[config.mk]
export PLATFORM = sky130hd
export DESIGN_NAME = uart_arbiter
export DESIGN_NICKNAME = d
export VERILOG_FILES = /design/src/rtl/uart_pkg.sv /design/src/rtl/uart_rr_pick.sv /design/src/rtl/uart_arbiter.sv
export SDC_FILE = /design/constraint.sdc
export NUM_CORES = 1
export LEC_CHECK = 0
export CAP_MARGIN = 30
export CORE_MARGIN = 2
export CORE_UTILIZATION = 50
export DETAILED_ROUTE_END_ITERATION = 8
export GPL_ROUTABILITY_DRIVEN = 0
export PLACE_DENSITY_LB_ADDON = 0.2
export SETUP_SLACK_MARGIN = 0.4
export SLEW_MARGIN = 30
export SYNTH_ARGS = -nofsm -noshare
export SYNTH_HDL_FRONTEND = slang
export SYNTH_SLANG_ARGS = --single-unit
[constraint.sdc]
create_clock -name clk -period 2.4 [get_ports clk]
set_clock_uncertainty 0.05 [all_clocks]
set_input_delay 0.36 -clock clk [delete_from_list [all_inputs] [get_ports clk]]
set_output_delay 0.36 -clock clk [all_outputs]
set_load 0.005 [all_outputs]
[src/rtl/uart_pkg.sv]
// uart_pkg: shared state encoding and op codes for the uart arbiter
package uart_pkg;
  typedef enum logic [1:0] {IDLE, ISSUE, BUSY, ACK} s_uart_arb;
  localparam logic OP_TX = 1'b0;
  localparam logic OP_RX = 1'b1;
endpackage

[src/rtl/uart_rr_pick.sv]
// uart_rr_pick: 2-way round-robin pick; on a tie the requester that did not win last time goes next
module uart_rr_pick (
  input  logic [1:0] req,
  input  logic       last_grant,
  output logic       valid,
  output logic       id
);
  always_comb begin
    valid = |req;
    id    = &req ? ~last_grant : req[1];
  end
endmodule

[src/rtl/uart_arbiter.sv]
// uart_arbiter: shares one uart byte port between the CPU core (0) and the debug loader (1)
module uart_arbiter
  import uart_pkg::*;
#(
  parameter int TIMEOUT = 1048576,
  parameter int N_REQ   = 2
) (
  input  logic                  clk,
  input  logic                  rstn,
  input  logic [N_REQ-1:0]      req,
  input  logic [N_REQ-1:0]      req_op,
  input  logic [N_REQ-1:0][7:0] req_data,
  output logic [N_REQ-1:0]      ack,
  output logic [7:0]            ack_data,
  output logic                  t_valid,
  output logic                  r_valid,
  output logic [7:0]            t_data,
  input  logic                  tx_done,
  input  logic                  rx_done,
  input  logic [7:0]            r_data,
  output logic                  grant_id,
  output logic                  busy,
  output logic                  hung
);
  // the counter saturates one below TIMEOUT so the default still fits in 20 bits
  localparam logic [19:0] TLIM = 20'(TIMEOUT - 1);
  s_uart_arb   state;
  logic        op_q;
  logic        last_grant;
  logic [19:0] cnt;
  logic        pick_valid;
  logic        pick_id;
  logic        done;
  uart_rr_pick u_pick (
    .req        (req),
    .last_grant (last_grant),
    .valid      (pick_valid),
    .id         (pick_id)
  );
  assign done = (op_q == OP_RX) ? rx_done : tx_done;
  always_ff @(posedge clk or negedge rstn) begin
    if (!rstn) begin
      state      <= IDLE;
      op_q       <= OP_TX;
      ack        <= '0;
      ack_data   <= '0;
      t_valid    <= 1'b0;
      r_valid    <= 1'b0;
      t_data     <= '0;
      grant_id   <= 1'b0;
      last_grant <= 1'b1;
      busy       <= 1'b0;
      hung       <= 1'b0;
      cnt        <= '0;
    end else begin
      case (state)
        IDLE: if (pick_valid) begin
          state    <= ISSUE;
          busy     <= 1'b1;
          grant_id <= pick_id;
          op_q     <= req_op[pick_id];
          t_data   <= req_data[pick_id];
          t_valid  <= req_op[pick_id] == OP_TX;
          r_valid  <= req_op[pick_id] == OP_RX;
        end
        ISSUE, BUSY: begin
          t_valid <= 1'b0;
          r_valid <= 1'b0;
          // a done in ISSUE completes immediately; once hung we keep waiting for it
          if (done) begin
            state         <= ACK;
            ack[grant_id] <= 1'b1;
            if (op_q == OP_RX) ack_data <= r_data;
          end else if (state == ISSUE) begin
            state <= BUSY;
            cnt   <= '0;
          end else if (cnt == TLIM) hung <= 1'b1;
          else cnt <= cnt + 20'd1;
        end
        ACK: begin
          ack        <= '0;
          last_grant <= grant_id;
          busy       <= 1'b0;
          state      <= IDLE;
        end
      endcase
    end
  end
endmodule

==> results of run 1 <==
worst max-delay path by stage:
stage                     cells after the start  slack, ps     endpoint
final                                         5        440      cnt[15]
after global routing                          5        290      cnt[15]
after CTS                                     5        410      cnt[15]
after detailed placement                      5        350      cnt[19]
after global placement                        5        380      cnt[18]
after floorplan                               5        580  ack_data[3]
layout make-up:
type	instances	share of cell area, %
Tap cell	67	2.55
Clock buffer	7	2.63
Multi-Input combinational cell	181	38.2
Sequential cell	47	35.9
Timing Repair Buffer	67	19.3
Inverter	11	1.26
Clock inverter	1	0.266
kinds of logic after synthesis:
family	after synthesis	share of synthesized area [%]
flops	47	47.3
buf+inv	22	3.47
mux	20	8.65
simple gates	79	17.1
compound gates	78	21.5
fa+ha+maj	4	2.01
repair_timing:
action | CTS | global route
setup buffers | 0 | 1
resized for setup | 1 | 6
setup endpoints to repair | 3 | 12
pin swaps | 0 | 1
synth_stat cells, types with 2 or more instances:
cell      number
o22a_1         2
nor3_1         5
and3_1         2
nor2_1        11
mux2i_1       10
o21ai_0        6
o31ai_1        4
a21o_1         3
a21bo_1        3
buf_2          3
clkbuf_1       8
inv_1         11
a22o_1         5
o21ai_1       21
and2_1         4
a31oi_1        3
and4_1         3
a21oi_1       10
nor3b_1        2
a211oi_1       3
nand4_1        6
mux2_1         5
nand2_1       28
ha_1           4
o22ai_1        2
nand3_1       10
a221o_1        3
mux2_2         4
dfrtp_1       46
critical path, delay by kind of cell, from the launching register on:
family / cells / cell delay, ps
AOI/OAI and AO/OA: 3 / 800
and+or+nand+nor: 2 / 520
DFF: 1 / 490
sequential cells by signal, summed over array words and instances, names as in the netlist:
| signal | cells |
|---|---|
| cnt | 20 |
| ack_data | 8 |
| t_data | 8 |
| ack | 2 |
| state | 2 |
| busy | 1 |
| grant_id | 1 |
| hung | 1 |
| last_grant | 1 |
| op_q | 1 |
| r_valid | 1 |
| t_valid | 1 |
stage by stage:
step | area (sq um) | util (%) | setup slack (ps)
finish | 3290 | 69.1 | 435
global route | 3290 | 69.1 | 293
CTS | 3250 | 68.4 | 410
detailed placement | 3150 | 66.3 | 351
global placement | 3150 | 66.3 | 381
floorplan | 2490 | - | 578
routing by layer:
layer	vias up	track usage, %	routed length [um]	share of wire (%)
met4	0	6.35	63	1.1
met3	6	5.15	280	5.1
met1	1013	28.6	2530	46
met5	-	0	0	0
met2	58	33.5	2630	48
li1	1058	-	-	-
report_power, final:
part | switching [mW] | total [mW] | internal (mW)
sequential | 0.196 | 1.26 | 1.06
combinational | 0.732 | 1.54 | 0.804
clock | 0.265 | 0.501 | 0.236
==> impl_results.md, run 1 <==
- Register bit total from synthesis: 47
- Layout cells sized above 1: a little under an eighth
- Post-route insts no fill: approximately 380
- Num CTS Buffers: 5
- CP startpoint kind: flip-flop
- Syn Area/Cell: 9.95 sq um
- Clock sinks: 47
- # H-tree levels: 2
- Most common cell after layout, fill and taps aside: clkdlybuf4s50_1
- Worst path slowest cell: dfrtp_1
- Vias in the first global route: 1,960
- Mapped Cells: between 200 and 300
- Pleak: between 1 and 1.5 nW
- Fillers: around 380
- CP arrival: around 2100 ps
- Post-synth top area share: between 40% and 50%
- Crit. End Element: flip-flop
- Hold Path Class: input pin to async pin
- Post-Synthesis Net Count: roughly 290
- Outcome: finished with violations
- Starting density of the core: a little over half
- EDFF count, synth: 0
- Final Critical Period: just under 2000 ps
- Skew-Pair Late Insertion Delay: roughly 300 ps
- Gr usage total: 21.1%
- Netlist cell types: 52
- Clk slew on worst S/H paths: ~80 ps
- Multi-input logic area: between 0.001 and 0.0015 sq mm
- Drt pass-1 iters: 4
- Async SR Flop Fraction: 100%
- TritonCTS clock tree: built
- Critical path class: flip-flop to flip-flop
- Critical Path RT: about 2500 ps
- Max Fclk: slightly above 0.5 GHz
- Setup TNS Final: 0 ps
- Fin nets: between 300 and 400
- PortBufs: 54
- Biggest area consumer among synthesized cells: dfrtp_1
- Worst path cell trace: and4_1 > nand4_1 > a2111oi_2 > o21ai_0 > a21bo_1
- Pwr Density: 1000 mW/mm^2
- CTS Root Cell: clkbuf_8
- Commonest non-fill, non-tap cells in the layout: 53 x clkdlybuf4s50_1, 45 x dfrtp_1, 28 x nand2_1, 21 x o21ai_1, 13 x buf_4
- RSZ-0062 raised after global routing: true
- Cts hold-fix bufs: 0
- Global-route wire length before repair: 9050 um
- GRT Residual Overflow: 0
- Crit-path max FO: 7
- WL/cell: around 14 um
- Synthesis-to-finish area growth: 32.1%
- Row count: 25
- Worst-Margin Slew: 545 ps
- R2R depth: 5
- Total power: 3.29 mW
- Die Width: 74.6 um
- Worst r2r dst: cnt[15]
- Critical Path Start: cnt[9]
- Via count: ~2,100
- Max-Cap Viols: 0
- Worst stage delay on the critical path: 490 ps
- Via/cell ratio: around 5.6
- Final Cycle Share: about four fifths
- Post-DP HPWL: between 4000 and 5000 um
- Seq/Total Area, Yosys: around 47%
- Hold Slack: -11.3 ps
- Largest cells by area after synthesis: dfrtp_1 46%, nand2_1 4.2%, o21ai_1 4.2%
- Remaining antenna violation count after routing: 0
- Die footprint: 0.00556 sq mm
- Worst IR drop on VDD: just under 0.8 mV
- CTS max path bufs: 2
- Remaining routing DRC violations: 0
- Setup violations, final: 0
- Yosys warns: 0
- Total Wirelength: about 5500 um
- Worst R2R Setup Slack: 440 ps
- Synthesized area: around 0.0025 sq mm
- Final hold violations: 23
- Placed cells: around 370
- Final Max Slew Viols: 0
- FF/Latch Area: 0.00118 sq mm
- Violated checks: negative hold slack
- Ant. Diodes: 0
- DRT iter0 DRCs: ~140
- Core area: ~0.0048 sq mm
- Worst slew margin: between 60% and 70%
- Reg2reg start: cnt[9]
- IO Count: 55
- Pin count of the biggest net entering global routing: 26
- Initial antenna violation count: 0
- DIE HEIGHT: roughly 75 um
- Dominant synthesized flop cell: dfrtp_1
Power figures use the tool's default switching activity.
==> run 2: changes to the inputs <==
- CORE_UTILIZATION: 50 -> 46
- clock period: 2.4 -> 1.7 ns (I/O delays scaled with it)
==> impl_results.md, run 2 (synthesis results as in run 1) <==
- Outcome: finished with violations
- Violated checks: negative setup slack
- Final hold violations: 0 (-100%)
- Clk slew on worst S/H paths: 100 ps (+20 ps)
- Final Critical Period: 1820 ps (-141 ps)
- Vias in the first global route: 2,373 (+21%)
- Worst slew margin: 76.2% (+13 points)
- Crit-path max FO: 7 (unchanged)
- Core area: 0.00517 sq mm (+8.8%)
- Final Cycle Share: 107% (+25 points)
- Remaining routing DRC violations: 0 (unchanged)
- Critical path class: flip-flop to flip-flop
- Final Max Slew Viols: 0 (unchanged)
- Critical Path RT: 1840 ps (-700 ps)
- Via count: 2,585 (+21%)
- Multi-input logic area: 0.00156 sq mm (+25%)
- FF/Latch Area: 0.00118 sq mm (+0.43%)
- Hold Path Class: input pin to async pin
- Pleak: 1.96 nW (+35%)
- Largest regs: cnt (20), ack_data (8), t_data (8)
- Placed cells: 410 (+10%)
- Worst r2r dst: cnt[16]
- Reg with most FFs: cnt
- Gr usage total: 24.1% (+3.1 points)
- Synthesis-to-finish area growth: 69.1%
- Pwr Density: 1410 mW/mm^2 (+40%)
- Worst stage delay on the critical path: 370 ps (-120 ps)
- Buffer and inverter count on the worst path: 3 (+3)
- RSZ-0062 raised after global routing: true
- DRT iter0 DRCs: 194 (+44%)
- Post-route insts no fill: 457 (+20%)
- Worst path slowest cell: dfrtp_1
- Global-route wire length before repair: 11,500 um (+27%)
- Worst path cell trace: buf_4 > nand4_1 > nor3_4 > buf_6 > nand4_1 > buf_4 > a31o_1
- WL/cell: 17.0 um (+18%)
- Skew-Pair Late Insertion Delay: 300 ps (about the same)
- CP arrival: 1970 ps (-140 ps)
- Max reg flops: 20 (unchanged)
- CTS max path bufs: 2 (unchanged)
- Die footprint: 0.00601 sq mm (+8.2%)
- Ant. Diodes: 0 (unchanged)
- R2R depth: 7 (+2)
- Total Wirelength: 7790 um (+42%)
- Worst R2R Setup Slack: -120 ps (-560 ps)
- Final Cell Area: 0.00421 sq mm (+28%)
- CP startpoint kind: flip-flop
- Drt pass-1 iters: 5 (+1)
- Worst-Margin Slew: 357 ps (-189 ps)
- Fin util: 81.4% (+12 points)
- Post-DP HPWL: 4460 um (+10%)
- Remaining antenna violation count after routing: 0 (unchanged)
- Clock sinks: 47 (unchanged)
- Layout cells sized above 1: 40.1% (+29 points)
- Total power: 5.92 mW (+80%)
- IO Count: 55 (unchanged)
- PortBufs: 54 (unchanged)
- Num CTS Buffers: 5 (unchanged)
- Most common cell after layout, fill and taps aside: buf_4
- Commonest non-fill, non-tap cells in the layout: 64 x buf_4, 41 x dfrtp_1, 28 x clkdlybuf4s50_1, 27 x nand2_1, 24 x o21ai_1
- Placed cell areas: 0.00349 sq mm (+11%)
- Fin nets: 422 (+21%)
- GRT Residual Overflow: 0 (unchanged)
- Max-Cap Viols: 0 (unchanged)
- Pin count of the biggest net entering global routing: 48 (+85%)
- CTS Root Cell: clkbuf_8
- TritonCTS clock tree: built
- Die Width: 77.6 um (+4.0%)
- Initial antenna violation count: 0 (unchanged)
- Starting density of the core: 48.1% (-4.2 points)
- Crit. End Element: flip-flop
- # H-tree levels: 2 (unchanged)
- Worst IR drop on VDD: 1.05 mV (+36%)
- Cell family with most CP delay: simple AND/OR/NAND/NOR gates
- DIE HEIGHT: 77.6 um (+4.0%)
- Reg2reg start: cnt[3]
- Via/cell ratio: 5.66 (+0.94%)
- Setup violations, final: 16 (+16)
- Fillers: 270 (-29%)
- Max Fclk: 0.548 GHz (+7.7%)
- Row count: 26 (+4.0%)
- Post-route setup slack: -124 ps (-559 ps)
- Setup TNS Final: -685 ps (-685 ps)
[run 2: changes by cell type in the layout (fill, tap and decap cells not counted), moves of 5 or more]
cell	before	now
a21oi_1	10	3
a21oi_2	0	6
buf_4	13	64
buf_6	0	20
clkdlybuf4s15_1	0	5
clkdlybuf4s50_1	53	28
dlygate4sd2_1	0	20
mux2_1	5	0
mux2_4	0	9
o21ai_0	6	1
[run 2: layout make-up]
cell class | instances | share of cell area [%]
Tap cell | 70 | 2.08
Multi-Input combinational cell | 181 | 37.1
Inverter | 11 | 0.981
Clock inverter | 3 | 0.446
Clock buffer | 5 | 1.63
Sequential cell | 47 | 28.1
Timing Repair Buffer | 140 | 29.6
[run 2: layer usage]
layer / wire length [um] / vias to the layer above / track usage (%)
met1: 3200 / 1220 / 31.0
met4: 245 / 0 / 6.96
li1: - / 1206 / -
met3: 516 / 24 / 5.81
met5: 0 / - / 0
met2: 3820 / 135 / 40.5
[run 2: what timing repair did]
item / CTS / global route
endpoints found under the setup margin: 67 / 51
endpoints found under the hold margin: 46 / 0
hold buffers: 1 / 0
pin swaps: 22 / 32
resized for setup: 77 / 36
buffers inserted: 21 / 17
[run 2: where the power goes]
group | leakage [nW] | internal, mW | total (mW) | switching, mW
clock | 0.0483 | 0.290 | 0.687 | 0.397
combinational | 1.32 | 1.89 | 3.48 | 1.59
sequential | 0.590 | 1.50 | 1.75 | 0.250
total | 1.96 | 3.68 | 5.92 | 2.24
[run 2: metrics by stage]
stage	setup WS (ps)	hold slack [ps]
global route	-182	436
floorplan	-37.6	-90.6
CTS	-44.1	417
finish	-124	390
global placement	-47.4	212
detailed placement	-74.0	211
[run 2: tightest hold or removal path, stage by stage]
cell	delay, ps
dlygate4sd3_1	510
buf_2	120
buf_12	240
[run 2: worst max-delay path by stage]
stage	depth (start not counted)	startpoint	end
floorplan	4	cnt[15]	cnt[19]
global placement	5	req[1]	r_valid
detailed placement	5	req[1]	r_valid
CTS	7	cnt[0]	cnt[18]
global route	8	cnt[1]	cnt[16]
finish	7	cnt[3]	cnt[16]
